### src/rtl/cv_ctrl_scanner_if.sv
// ColecoVision controller port lines: selects p5/p8 driven by the console,
// p1-p4/p6 returned by the controller. Bit 0 = port A, bit 1 = port B.
interface cv_ctrl_scanner_if;
  logic [1:0] ctrl_p1_i;
  logic [1:0] ctrl_p2_i;
  logic [1:0] ctrl_p3_i;
  logic [1:0] ctrl_p4_i;
  logic [1:0] ctrl_p6_i;
  logic [1:0] ctrl_p5_o;
  logic [1:0] ctrl_p8_o;

  modport master (
    input  ctrl_p1_i, ctrl_p2_i, ctrl_p3_i, ctrl_p4_i, ctrl_p6_i,
    output ctrl_p5_o, ctrl_p8_o
  );

  modport slave (
    output ctrl_p1_i, ctrl_p2_i, ctrl_p3_i, ctrl_p4_i, ctrl_p6_i,
    input  ctrl_p5_o, ctrl_p8_o
  );
endinterface

### src/rtl/cv_ctrl_scanner.sv
// Console-side ColecoVision controller scanner: keypad/joystick select, decode, debounce.
// Optional macro CV_CTRL_SCAN_CHANGE_IRQ_EN adds per-port change_o pulses.
module cv_ctrl_scanner #(
  parameter int unsigned SETTLE      = 4,
  parameter int unsigned SCAN_PERIOD = 1024,
  parameter int unsigned DEBOUNCE    = 2
) (
  input  logic                  clk_sys,
  input  logic                  reset,
  input  logic                  ce,
  cv_ctrl_scanner_if.master     ctrl,
  output logic [7:0]            key_o,
  output logic [7:0]            dir_o,
  output logic [1:0]            fire1_o,
  output logic [1:0]            fire2_o,
  output logic                  scan_done_o
`ifdef CV_CTRL_SCAN_CHANGE_IRQ_EN
  ,
  output logic [1:0]            change_o
`endif
);

  localparam int unsigned PW = (SCAN_PERIOD > 1) ? $clog2(SCAN_PERIOD) : 1;
  localparam int unsigned SW = (SETTLE > 1) ? $clog2(SETTLE) : 1;
  localparam logic [PW-1:0] PERIOD_LAST = PW'(SCAN_PERIOD - 1);
  localparam logic [SW-1:0] SETTLE_LAST = SW'(SETTLE - 1);
  localparam logic [3:0]    DB          = 4'(DEBOUNCE);

  typedef enum logic [1:0] {S_IDLE, S_KEY, S_JOY, S_COMMIT} state_t;

  state_t          state;
  logic [PW-1:0]   period_cnt;
  logic [SW-1:0]   settle_cnt;
  logic [1:0]      p5_q;
  logic [1:0]      p8_q;

  logic [1:0][3:0] raw_key;
  logic [1:0][3:0] raw_dir;
  logic [1:0]      raw_f1;
  logic [1:0]      raw_f2;
  logic [1:0][9:0] prev;
  logic [1:0][3:0] cnt;

  logic [1:0][3:0] key_q;
  logic [1:0][3:0] dir_q;
  logic [1:0]      fire1_q;
  logic [1:0]      fire2_q;
  logic            done_q;

  logic [1:0][9:0] raw_vec;
  logic [1:0][3:0] cnt_nxt;
  logic [1:0]      publish;

  logic            period_wrap;
  logic            settle_hit;

  assign period_wrap = (period_cnt == PERIOD_LAST);
  assign settle_hit  = (settle_cnt == SETTLE_LAST);

  function automatic logic [3:0] decode(input logic [3:0] code);
    case (code)
      4'b0011: decode = 4'd0;
      4'b1110: decode = 4'd1;
      4'b1101: decode = 4'd2;
      4'b0110: decode = 4'd3;
      4'b0001: decode = 4'd4;
      4'b1001: decode = 4'd5;
      4'b0111: decode = 4'd6;
      4'b1100: decode = 4'd7;
      4'b1000: decode = 4'd8;
      4'b1011: decode = 4'd9;
      4'b1010: decode = 4'd10;
      4'b0101: decode = 4'd11;
      4'b0100: decode = 4'd12;
      4'b0010: decode = 4'd13;
      default: decode = 4'd15;
    endcase
  endfunction

  // Stable count is the post-update value; publishing keys off that new value.
  always_comb begin
    raw_vec = '0;
    cnt_nxt = '0;
    publish = '0;
    for (int unsigned p = 0; p < 2; p++) begin
      raw_vec[p] = {raw_key[p], raw_dir[p], raw_f1[p], raw_f2[p]};
      if (raw_vec[p] == prev[p])
        cnt_nxt[p] = (cnt[p] >= DB) ? DB : cnt[p] + 4'd1;
      else
        cnt_nxt[p] = 4'd1;
      publish[p] = (cnt_nxt[p] == DB);
    end
  end

`ifdef CV_CTRL_SCAN_CHANGE_IRQ_EN
  logic [1:0] change_q;
  assign change_o = change_q;
`endif

  always_ff @(posedge clk_sys) begin
    if (reset) begin
      state       <= S_IDLE;
      period_cnt  <= '0;
      settle_cnt  <= '0;
      p5_q        <= '1;
      p8_q        <= '1;
      raw_key     <= '0;
      raw_dir     <= '0;
      raw_f1      <= '0;
      raw_f2      <= '0;
      prev        <= {2{4'hF, 6'b0}};
      cnt         <= '0;
      key_q       <= '1;
      dir_q       <= '0;
      fire1_q     <= '0;
      fire2_q     <= '0;
      done_q      <= 1'b0;
`ifdef CV_CTRL_SCAN_CHANGE_IRQ_EN
      change_q    <= '0;
`endif
    end else begin
      done_q <= 1'b0;
`ifdef CV_CTRL_SCAN_CHANGE_IRQ_EN
      change_q <= '0;
`endif
      if (ce)
        period_cnt <= period_wrap ? '0 : period_cnt + 1'b1;

      case (state)
        S_IDLE: begin
          p5_q <= '1;
          p8_q <= '1;
          if (ce && period_wrap) begin
            state      <= S_KEY;
            p5_q       <= 2'b00;
            settle_cnt <= '0;
          end
        end
        S_KEY: begin
          if (ce) begin
            if (settle_hit) begin
              for (int unsigned p = 0; p < 2; p++)
                raw_key[p] <= decode({ctrl.ctrl_p1_i[p], ctrl.ctrl_p2_i[p],
                                      ctrl.ctrl_p3_i[p], ctrl.ctrl_p4_i[p]});
              raw_f2     <= ~ctrl.ctrl_p6_i;
              state      <= S_JOY;
              p5_q       <= 2'b11;
              p8_q       <= 2'b00;
              settle_cnt <= '0;
            end else begin
              settle_cnt <= settle_cnt + 1'b1;
            end
          end
        end
        S_JOY: begin
          if (ce) begin
            if (settle_hit) begin
              for (int unsigned p = 0; p < 2; p++)
                raw_dir[p] <= ~{ctrl.ctrl_p1_i[p], ctrl.ctrl_p2_i[p],
                                ctrl.ctrl_p3_i[p], ctrl.ctrl_p4_i[p]};
              raw_f1     <= ~ctrl.ctrl_p6_i;
              state      <= S_COMMIT;
              p8_q       <= 2'b11;
              settle_cnt <= '0;
            end else begin
              settle_cnt <= settle_cnt + 1'b1;
            end
          end
        end
        S_COMMIT: begin
          done_q <= 1'b1;
          state  <= S_IDLE;
          for (int unsigned p = 0; p < 2; p++) begin
            cnt[p]  <= cnt_nxt[p];
            prev[p] <= raw_vec[p];
            if (publish[p]) begin
              key_q[p]   <= raw_key[p];
              dir_q[p]   <= raw_dir[p];
              fire1_q[p] <= raw_f1[p];
              fire2_q[p] <= raw_f2[p];
            end
`ifdef CV_CTRL_SCAN_CHANGE_IRQ_EN
            change_q[p] <= publish[p] &&
                           (raw_vec[p] != {key_q[p], dir_q[p], fire1_q[p], fire2_q[p]});
`endif
          end
        end
        default: state <= S_IDLE;
      endcase
    end
  end

  assign ctrl.ctrl_p5_o = p5_q;
  assign ctrl.ctrl_p8_o = p8_q;
  assign key_o          = key_q;
  assign dir_o          = dir_q;
  assign fire1_o        = fire1_q;
  assign fire2_o        = fire2_q;
  assign scan_done_o    = done_q;

endmodule
### src/flat_wrapper.sv
// flat-port wrapper written by rule: the top's interface ports become plain ports
module cv_ctrl_scanner_flat 
#(
  parameter int unsigned SETTLE      = 4,
  parameter int unsigned SCAN_PERIOD = 1024,
  parameter int unsigned DEBOUNCE    = 2
)
  (clk_sys, reset, ce, key_o, dir_o, fire1_o, fire2_o, scan_done_o, ctrl_ctrl_p1_i, ctrl_ctrl_p2_i, ctrl_ctrl_p3_i, ctrl_ctrl_p4_i, ctrl_ctrl_p6_i, ctrl_ctrl_p5_o, ctrl_ctrl_p8_o);
  cv_ctrl_scanner_if ctrl_i ();
  input  logic clk_sys;
  input  logic reset;
  input  logic ce;
  output logic [7:0] key_o;
  output logic [7:0] dir_o;
  output logic [1:0] fire1_o;
  output logic [1:0] fire2_o;
  output logic scan_done_o;
  input wire logic [$bits(ctrl_i.ctrl_p1_i)-1:0] ctrl_ctrl_p1_i;
  input wire logic [$bits(ctrl_i.ctrl_p2_i)-1:0] ctrl_ctrl_p2_i;
  input wire logic [$bits(ctrl_i.ctrl_p3_i)-1:0] ctrl_ctrl_p3_i;
  input wire logic [$bits(ctrl_i.ctrl_p4_i)-1:0] ctrl_ctrl_p4_i;
  input wire logic [$bits(ctrl_i.ctrl_p6_i)-1:0] ctrl_ctrl_p6_i;
  output wire logic [$bits(ctrl_i.ctrl_p5_o)-1:0] ctrl_ctrl_p5_o;
  output wire logic [$bits(ctrl_i.ctrl_p8_o)-1:0] ctrl_ctrl_p8_o;
  assign ctrl_i.ctrl_p1_i = ctrl_ctrl_p1_i;
  assign ctrl_i.ctrl_p2_i = ctrl_ctrl_p2_i;
  assign ctrl_i.ctrl_p3_i = ctrl_ctrl_p3_i;
  assign ctrl_i.ctrl_p4_i = ctrl_ctrl_p4_i;
  assign ctrl_i.ctrl_p6_i = ctrl_ctrl_p6_i;
  assign ctrl_ctrl_p5_o = ctrl_i.ctrl_p5_o;
  assign ctrl_ctrl_p8_o = ctrl_i.ctrl_p8_o;
  cv_ctrl_scanner #(.SETTLE(SETTLE), .SCAN_PERIOD(SCAN_PERIOD), .DEBOUNCE(DEBOUNCE)) u_core (.clk_sys(clk_sys), .reset(reset), .ce(ce), .ctrl(ctrl_i), .key_o(key_o), .dir_o(dir_o), .fire1_o(fire1_o), .fire2_o(fire2_o), .scan_done_o(scan_done_o));
endmodule
### config.mk
export PLATFORM = sky130hd
export DESIGN_NAME = cv_ctrl_scanner_flat
export DESIGN_NICKNAME = d
export VERILOG_FILES = /design/src/rtl/cv_ctrl_scanner_if.sv /design/src/rtl/cv_ctrl_scanner.sv /design/src/flat_wrapper.sv
export SDC_FILE = /design/constraint.sdc
export NUM_CORES = 1
export LEC_CHECK = 0
export BUFFER_PORTS_ARGS = -buffer_cell sky130_fd_sc_hd__buf_2
export CORE_MARGIN = 5
export CORE_UTILIZATION = 59
export DETAILED_ROUTE_END_ITERATION = 10
export GPL_TIMING_DRIVEN = 0
export PLACE_DENSITY = 0.84
export SYNTH_ARGS = -nofsm -noshare
export SYNTH_HDL_FRONTEND = slang
export SYNTH_SLANG_ARGS = --single-unit
export TNS_END_PERCENT = 50
### constraint.sdc
create_clock -name clk_sys -period 2.7 [get_ports clk_sys]
set_input_delay 0.27 -clock clk_sys [delete_from_list [all_inputs] [get_ports clk_sys]]
set_output_delay 0.27 -clock clk_sys [all_outputs]
set_load 0.01 [all_outputs]
# Word-level counts from Yosys, hierarchy flattened
# Memory sizes are Yosys's and may differ from the RTL's. A register that Yosys moved wholly into a read port is not among the register bits.
# Index checks and enable logic that the tools add are counted.
totals:
  regBits: 79
  mem_bits_ro: 128
  inputBits: 13
  out_inout_bits: 25
  elab_cells: 83
  memories: 2
classes:
  addsub: 4
  order_cmp: 2
  n_eq_ne: 15
  n_mux: 21
  bitwise_logic: 3
  reduce_logical: 14
mem_list:
  columns: ["memory", "words", "width", "rd", "rd_clocked_by_memory_dff", "wr", "line_no", "text"]
  rows:
  - ["(name not given)", 16, 4, 1, 1, 0, "cv_ctrl_scanner.sv:61", "case (code)"]
  - ["(name not given)", 16, 4, 1, 1, 0, "cv_ctrl_scanner.sv:61", null]
ops:
  columns: ["op", "n"]
  rows:
  - ["2-bit 2-to-1 mux", 11]
  - ["10-bit == test", 2]
  - ["4-bit 2-to-1 mux", 4]
  - ["3-bit AND reduction", 4]
  - ["10-bit by 1-bit adder with 10-bit output (second input constant)", 1]
  - ["10-bit == test (second input constant)", 1]
  - ["10-bit 2-to-1 mux", 1]
  - ["5-bit AND reduction", 2]
  - ["4-bit by 1-bit adder with 4-bit output (second input constant)", 2]
  - ["4-bit by 2-bit == test with 1-bit output (second input constant)", 2]
  - ["4-bit by 2-bit >= comparator with 1-bit output (second input constant)", 2]
  - ["2-bit by 1-bit != test with 1-bit output (second input constant)", 4]
  - ["4-bit NOT", 2]
  - ["2-bit one-hot mux with 2 select lines", 2]
  - ["2-bit one-hot mux with 4 select lines", 1]
  - ["2-bit == test (second input constant)", 3]
  - ["2-bit one-hot mux with 3 select lines", 1]
  - ["2-bit != test (second input constant)", 2]
  - ["2-bit AND reduction", 2]
  - ["2-bit nonzero test", 2]
  - ["3-bit nonzero test", 1]
  - ["2-bit by 1-bit adder with 2-bit output (second input constant)", 1]
  - ["2-bit by 1-bit == test with 1-bit output (second input constant)", 1]
  - ["2-bit logical NOT", 1]
  - ["other kinds (4)", 4]

# Logic depth before layout (Yosys ltp)
# Gate-level depths: netlist (run 1).
depth:
  ltp_word: 5
  depth_mapped: 7

# Worst setup path after synthesis (run 1)
# Ideal clock, no wire load.
synth_path:
  kind: "register -> register"
  startpoint: "reg u_core.cnt[0] (netlist name)"
  endpoint: "reg u_core.dir_q, in the netlist u_core.dir_o[0]"
  setup_time_ns: 0.072
  t_arrival_ns: 1.857
  t_required_ns: 2.628
  path_slack_ns: 0.772
  path_stages_with_launch: 8
  n_path_buf: 1
  period_less_slack_ns: 1.928
  cell_sequence: "dfxtp_1 > inv_1 > ha_1 > or3b_1 > a21o_1 > nor4_4 > buf_6 > mux2i_1"
synth_via:
  elab_chain_cells: 5
  word_cells_on_any_way: 6
  classes_between: "add/sub (1); order compare (1); eq/ne (1); mux (2); reduce/logical (1)"
synth_rtl:
  columns: ["item", "line_no", "text"]
  rows:
  - ["start: declaration", "cv_ctrl_scanner.sv:42", "logic [1:0][3:0] cnt;"]
  - ["start signal: indexed assignment", "cv_ctrl_scanner.sv:174", "cnt[p] <= cnt_nxt[p];"]
  - ["4-bit by 1-bit adder with 4-bit output / 4-bit by 2-bit >= comparator with 1-bit output (equally long branches)", "cv_ctrl_scanner.sv:88", "cnt_nxt[p] = (cnt[p] >= DB) ? DB : cnt[p] + 4'd1;"]
  - ["4-bit 2-to-1 mux (*)", "cv_ctrl_scanner.sv:88", null]
  - ["4-bit 2-to-1 mux (*)", "cv_ctrl_scanner.sv:87", "if (raw_vec[p] == prev[p])"]
  - ["4-bit by 2-bit == test with 1-bit output (*)", "cv_ctrl_scanner.sv:91", "publish[p] = (cnt_nxt[p] == DB);"]
  - ["2-bit AND reduction (no source line) (*)", null, null]
  - ["end signal: indexed assignment", "cv_ctrl_scanner.sv:178", "dir_q[p] <= raw_dir[p];"]
  - ["end: declaration", "cv_ctrl_scanner.sv:45", "logic [1:0][3:0] dir_q;"]
# Mark *: on every way between the ends. The rest lies on a longest branch, timed or not.
# A chain may end at the register's enable or synchronous reset.

# Final worst setup path (run 1)
layout_path:
  startpoint: "reg u_core.cnt[0] (netlist name)"
  endpoint: "reg u_core.key_q, in the netlist u_core.key_o[1]"
layout_via:
  elab_chain_cells: 5
  word_cells_on_any_way: 6
  classes_between: "add/sub (1); order compare (1); eq/ne (1); mux (2); reduce/logical (1)"
layout_rtl:
  columns: ["item", "line_no", "text"]
  rows:
  - ["4-bit by 1-bit adder with 4-bit output / 4-bit by 2-bit >= comparator with 1-bit output (equally long branches)", "cv_ctrl_scanner.sv:88", null]
  - ["4-bit 2-to-1 mux (*)", "cv_ctrl_scanner.sv:88", null]
  - ["4-bit 2-to-1 mux (*)", "cv_ctrl_scanner.sv:87", null]
  - ["4-bit by 2-bit == test with 1-bit output (*)", "cv_ctrl_scanner.sv:91", null]
  - ["2-bit AND reduction (no source line) (*)", null, null]
  - ["end signal: indexed assignment", "cv_ctrl_scanner.sv:177", "key_q[p] <= raw_key[p];"]
  - ["end: declaration", "cv_ctrl_scanner.sv:44", "logic [1:0][3:0] key_q;"]
# Marked as above.

==> results of run 1 <==
[kinds of logic (layout without fill, tap and decap cells)]
group / after synthesis / count (layout) / synth area share (%)
multiplexers: 45 / 45 / 11.61
AO/OA/AOI/OAI: 57 / 57 / 9.441
adder cells (fa/ha/maj): 25 / 25 / 7.638
XOR/XNOR: 29 / 29 / 6.202
AND/OR/NAND/NOR: 159 / 159 / 18.30
buffers and inverters: 47 / 95 / 5.255
flip-flops: 85 / 85 / 41.55
[metal layers]
layer	global-route usage, %	wire, um
met5	0	0
met4	8.913	122
met3	4.344	562
met2	36.09	4256
met1	27.02	3881
[sequential cells by signal, indices dropped and copies added (netlist names), 8 cells and up]
| signal | count |
|---|---|
| u_core.dir_o | 8 |
| u_core.prev | 20 |
| u_core.raw_key | 8 |
| u_core.key_o | 8 |
| u_core.period_cnt | 10 |
| u_core.raw_dir | 8 |
| u_core.cnt | 8 |
[power by group]
group	internal [mW]	switching, mW
registers	1.26	0.0114
logic	0.0770	0.149
clock network	0.451	0.440
total	1.79	0.601
[worst max-delay path, cell delays in order (launching register included)]
cell and delay, ns:
dfxtp_1 0.37, inv_1 0.08, ha_1 0.30, or3b_1 0.38
a21o_1 0.21, nor4_4 0.28, buf_6 0.21, mux2i_1 0.21
[Yosys cell counts (all sizes together), types with 7 or more instances]
master,count,area (um^2)
a21oi,19,95.09
inv,19,71.32
nand2,58,217.7
mux2i,43,430.4
nand4,7,56.30
nor2,60,225.2
nor3,9,45.04
dfxtp,85,1702
ha,25,312.8
a211oi,16,120.1
clkbuf,15,56.30
xnor2,24,210.2
buf,13,87.58
nand3,8,45.04
[worst min-delay path by stage]
stage / endpoint / slack (ns) / startpoint
floorplan: u_core.raw_dir[0] / 0.37 / ctrl_ctrl_p4_i[0]
finish: u_core.raw_f1[1] / 0.11 / ctrl_ctrl_p6_i[1]
global route: u_core.raw_f1[1] / 0.1 / ctrl_ctrl_p6_i[1]
global placement: u_core.dir_o[6] / 0.44 / u_core.dir_o[6]
detailed placement: u_core.dir_o[7] / 0.45 / u_core.dir_o[7]
CTS: u_core.raw_f1[1] / 0.1 / ctrl_ctrl_p6_i[1]
[area by class of cell]
| cell class | instances | share of cell area [%] |
|---|---|---|
| Timing Repair Buffer | 32 | 3.521 |
| Sequential cell | 85 | 37.41 |
| Multi-Input combinational cell | 315 | 47.90 |
| Clock inverter | 4 | 1.045 |
| Clock buffer | 12 | 3.191 |
| Tap cell | 80 | 2.201 |
| Inverter | 19 | 1.568 |
| Buffer | 28 | 3.164 |
[cell usage in the layout (no fill, tap or decap), drive strengths merged, types with 2 or more instances in the layout]
| cell type | n |
|---|---|
| dfxtp | 85 |
| nor2 | 60 |
| o211ai | 2 |
| a211oi | 16 |
| xor2 | 5 |
| nand3 | 8 |
| a21o | 2 |
| a221oi | 2 |
| clkbuf | 27 |
| a32o | 2 |
| o21ai | 6 |
| and3 | 4 |
| xnor2 | 24 |
| a21oi | 19 |
| nand4 | 7 |
| clkinv | 2 |
| or3b | 2 |
| buf | 45 |
| o31ai | 2 |
| ha | 25 |
| or2 | 2 |
| mux4 | 2 |
| or4 | 2 |
| nor4 | 4 |
| a311oi | 2 |
| inv | 19 |
| mux2i | 43 |
| nor3 | 9 |
| nand2 | 58 |
==> results.toml, run 1 <==
[cells_and_area]
layout.cells.non_filler = 575
n_fill_cell = 543
multi_input_area_um2 = 2178
design_area_um2 = 4548
drive_above_1_share_pct = 14.34
finish.utilization_pct = 67.31
nNetsFinal = 528
area.growth.synth_to_final_pct = 11.06
ff_latch_area_um2 = 1702
diodes = 0

[floorplanning]
core_um2 = 6756
core.rowCount = 30
fp.dieArea_um2 = 8707
die_w_um = 93.31
ios = 38
die_h_um = 93.31
start_util_pct = 60.61

[clock_network]
clockBufferDepth = 2
clk_pin_slew_ns = 0.08
cts_setup_buffers = 0
numClockSinks = 85
cts_inserted_buffers = 9
cts_root_buf = "clkbuf_8"
h-tree-depth = 3
cts-resized-gates = 0
cts_tree = "yes"
hold_buffers = 0
clkLatencyLatePin_ns = 0.36

[detailed_routing]
vias_per_cell = 5.690
dr.first_iter.drc_count = 231
dr.pass1.iters = 4
drt_wl_total_um = 8822
post-route-drc-count = 0
ant_nets = 0
avgRoutedWirePerCell_um = 15.34
num_vias = 3272

[synthesis]
ys_ff_latch = 85
synth_area_um2 = 4095
avgSynthCellArea_um2 = 9.161
synth_edf_count = 0
synthFlopType = "dfxtp_1"
seq_area_frac_synth_pct = 41.55
ys_async_sr_fraction_pct = 0
ys_types = 42
synth_cells = 447
synth_nets = 485
yosysWarnings = 0

[worst_setup_path]
cp-end-kind = "flip-flop"
cp-endpoint = "u_core.key_o[1]"
r2r_slack_ns = 0.58
r2r_cells = 7
crit_type = "reg2reg"
worst_ep_arrival_time_ns = 2.40
crit_start = "u_core.cnt[0]"
worst-path-max-fanout = 10
cp-start-kind = "flip-flop"
required_ns = 2.98
r2r_start = "u_core.cnt[0]"
r2r_end = "u_core.key_o[1]"

[timing]
final_max_slew_viol_count = 0
finalHoldViolCount = 0
worst_slew_pin_slew_ns = 0.6530
fin_crit_sh_pct = 78.37
clock_skew_ns = 0.01164
finalWorstSetupSlack_ns = 0.5840
hold_ws_ns = 0.1052
min_period_ns = 2.116
setup_violations = 0
rsz0062_at_grt = "false"
fin_tns_setup_ns = 0
relSlewSlack_pct = 56.46
fmax_mhz = 472.6

[worst_hold_path]
holdPathStages = 2
hold_class = "in2reg"

[run_status]
status = "finished, final reports clean"

[pwr]
max-vdd-ir-drop_mv = 0.3400
p_leak_nw = 1.642
powerDensity_nw_per_um2 = 525.7
total_power_mw = 2.391

[flow_run]
cap_violations = 0

[global_routing]
grt_first_pass_wirelength_um = 14820
antenna_found_initial = 0
grt-ovfl-total = 0
grt_max_degree = 14
grt_pass1_vias = 3205
gr-usage-all-layers_pct = 21.58

[placement]
gp_congestion = 0.8139
placed_area_um2 = 4355
place_ws_ns = 0.5979
dp.cells = 559
hpwl_um = 6573
portBuffers = 32
Power figures use the tool's default switching activity.
==> run 2, diff against run 1 <==
clock period = 2.05 ns   (was 2.7 ns; I/O delays follow)
==> run 2 against run 1 <==
  * Flip-flop and latch count unchanged
  * Hold slack worse by 0.068 ns
  * Total power rose by 32%
  * Combinational power up 34%
  * Die area unchanged
  * Critical path depth did not move
  * Clock skew rose by 0.0021 ns
  * Register-to-register slack lost 0.48 ns
  * Via count grew 0.58%
  * Design area up 2.1%
  * Highest routed layer unchanged
==> results.toml, run 2 (synthesized netlist as in run 1, its figures left out) <==
[floorplanning]
ios = 38
start_util_pct = 60.61
die_w_um = 93.31
core.rowCount = 30
fp.dieArea_um2 = 8707
die_h_um = 93.31
core_um2 = 6756

[clock_network]
clkLatencyLatePin_ns = 0.36
cts_inserted_buffers = 9
clockBufferDepth = 2
numClockSinks = 85
h-tree-depth = 3
clk_pin_slew_ns = 0.08
cts_root_buf = "clkbuf_8"
cts_tree = "yes"

[timing]
fmax_mhz = 512.6
relSlewSlack_pct = 56.36
worst_slew_pin_slew_ns = 0.6546
finalHoldViolCount = 0
min_period_ns = 1.951
rsz0062_at_grt = "true"
fin_crit_sh_pct = 95.17
setup_violations = 0
final_max_slew_viol_count = 0
hold_ws_ns = 0.03747
clock_skew_ns = 0.01378

[detailed_routing]
dr.first_iter.drc_count = 215
num_vias = 3291
post-route-drc-count = 0
dr.pass1.iters = 4
ant_nets = 0
avgRoutedWirePerCell_um = 15.47
vias_per_cell = 5.684
drt_wl_total_um = 8956

[worst_setup_path]
path_cells = "buf_6 > ha_4 > or3b_1 > a21o_1 > nor4_4 > buf_6 > mux2i_1"
cp-start-kind = "flip-flop"
path_buf_inv = 2
worst_ep_arrival_time_ns = 2.23
required_ns = 2.33
slowest_delay_ns = 0.37
path_delay_family = "simple AND/OR/NAND/NOR gates"
cp-end-kind = "flip-flop"
crit_slowest_cell = "or3b_1"
crit_type = "reg2reg"
cp_num_cells = 7
worst-path-max-fanout = 5
crit_top_cell = "buf_6"
r2r_cells = 7

[global_routing]
grt_max_degree = 14
grt_first_pass_wirelength_um = 15030
grt_pass1_vias = 3249
gr-usage-all-layers_pct = 21.88
grt-ovfl-total = 0
antenna_found_initial = 0

[cells_and_area]
drive_above_1_share_pct = 17.03
largest-register = "u_core.prev"
diodes = 0
top_regs = "u_core.prev (20), u_core.period_cnt (10)"
area.growth.synth_to_final_pct = 13.44
final_common_cell = "dfxtp_1"
layout.cells.non_filler = 579
finish.utilization_pct = 68.76
nNetsFinal = 532
final_cell_mix = "81 x dfxtp_1, 60 x nor2_1, 58 x nand2_1"
largest_reg_flops = 20

[placement]
hpwl_um = 6573
dp.cells = 559
gp_congestion = 0.8139
portBuffers = 32

[worst_hold_path]
hold_class = "in2reg"
holdPathStages = 2

[run_status]
status = "finished, final reports clean"

[pwr]
p_leak_nw = 1.665
max-vdd-ir-drop_mv = 0.4486
powerDensity_nw_per_um2 = 680.0

[flow_run]
cap_violations = 0
run 2: cell types whose count changed in the layout (fill, tap and decap cells not counted):
cell / delta
dfxtp_1: -4
dfxtp_2: +3
ha_1: -4
ha_4: +3
ha_2: +1
inv_1: -2
inv_2: +2
buf_6: +3
dfxtp_4: +1
buf_4: +1
o31ai_2: -1
o31ai_4: +1
run 2: worst paths after layout:
check / from / endpoint / slack, ns
max: u_core.cnt[0] / u_core.key_o[1] / 0.1
min: ctrl_ctrl_p6_i[1] / u_core.raw_f1[1] / 0.04
max reg2reg: u_core.cnt[0] / u_core.key_o[1] / 0.1
min reg2reg: u_core.dir_o[7] / u_core.dir_o[7] / 0.46
run 2: cell type report:
cell class | count | area [um^2]
inverter | 19 | 71.32
clock buffer | 12 | 145.1
timing repair buffer | 36 | 201.4
multi-input combinational | 315 | 2227
fill | 522 | 2111
tap | 80 | 100.1
clock inverter | 4 | 47.55
sequential | 85 | 1709
buffer | 28 | 143.9
run 2: metrics by stage:
stage	power, mW	setup TNS [ns]	cell area, um^2	worst slack (ns)
detailed placement	2.005	-0.3207	4355	-0.05206
floorplan	1.921	0	4095	0.1217
finish	3.159	0	4646	0.09902
CTS	3.154	0	4564	0.02042
global placement	1.984	0	4355	0.02274
global route	3.279	-0.01512	4646	-0.007776
run 2: routing by layer:
layer  wire length, um  GRT usage (%)  vias up
li1                  -              -     1611
met1              4007          27.42     1567
met2              4268          36.21       91
met3               444          4.344       22
met4               235          9.890        0
met5                 0              0        -
run 2: power by group:
part           switching [mW]  total [mW]  internal (mW)
Clock                   0.585        1.18          0.594
Combinational           0.197       0.303          0.107
Sequential             0.0155        1.68           1.66
run 2: what timing repair did:
item                                    CTS  global route
gates resized for setup                   2            17
hold buffers                              0             0
setup buffers                             0             2
endpoints found under the setup margin   20            19
cloned                                    2             0
pin swaps                                 2             5
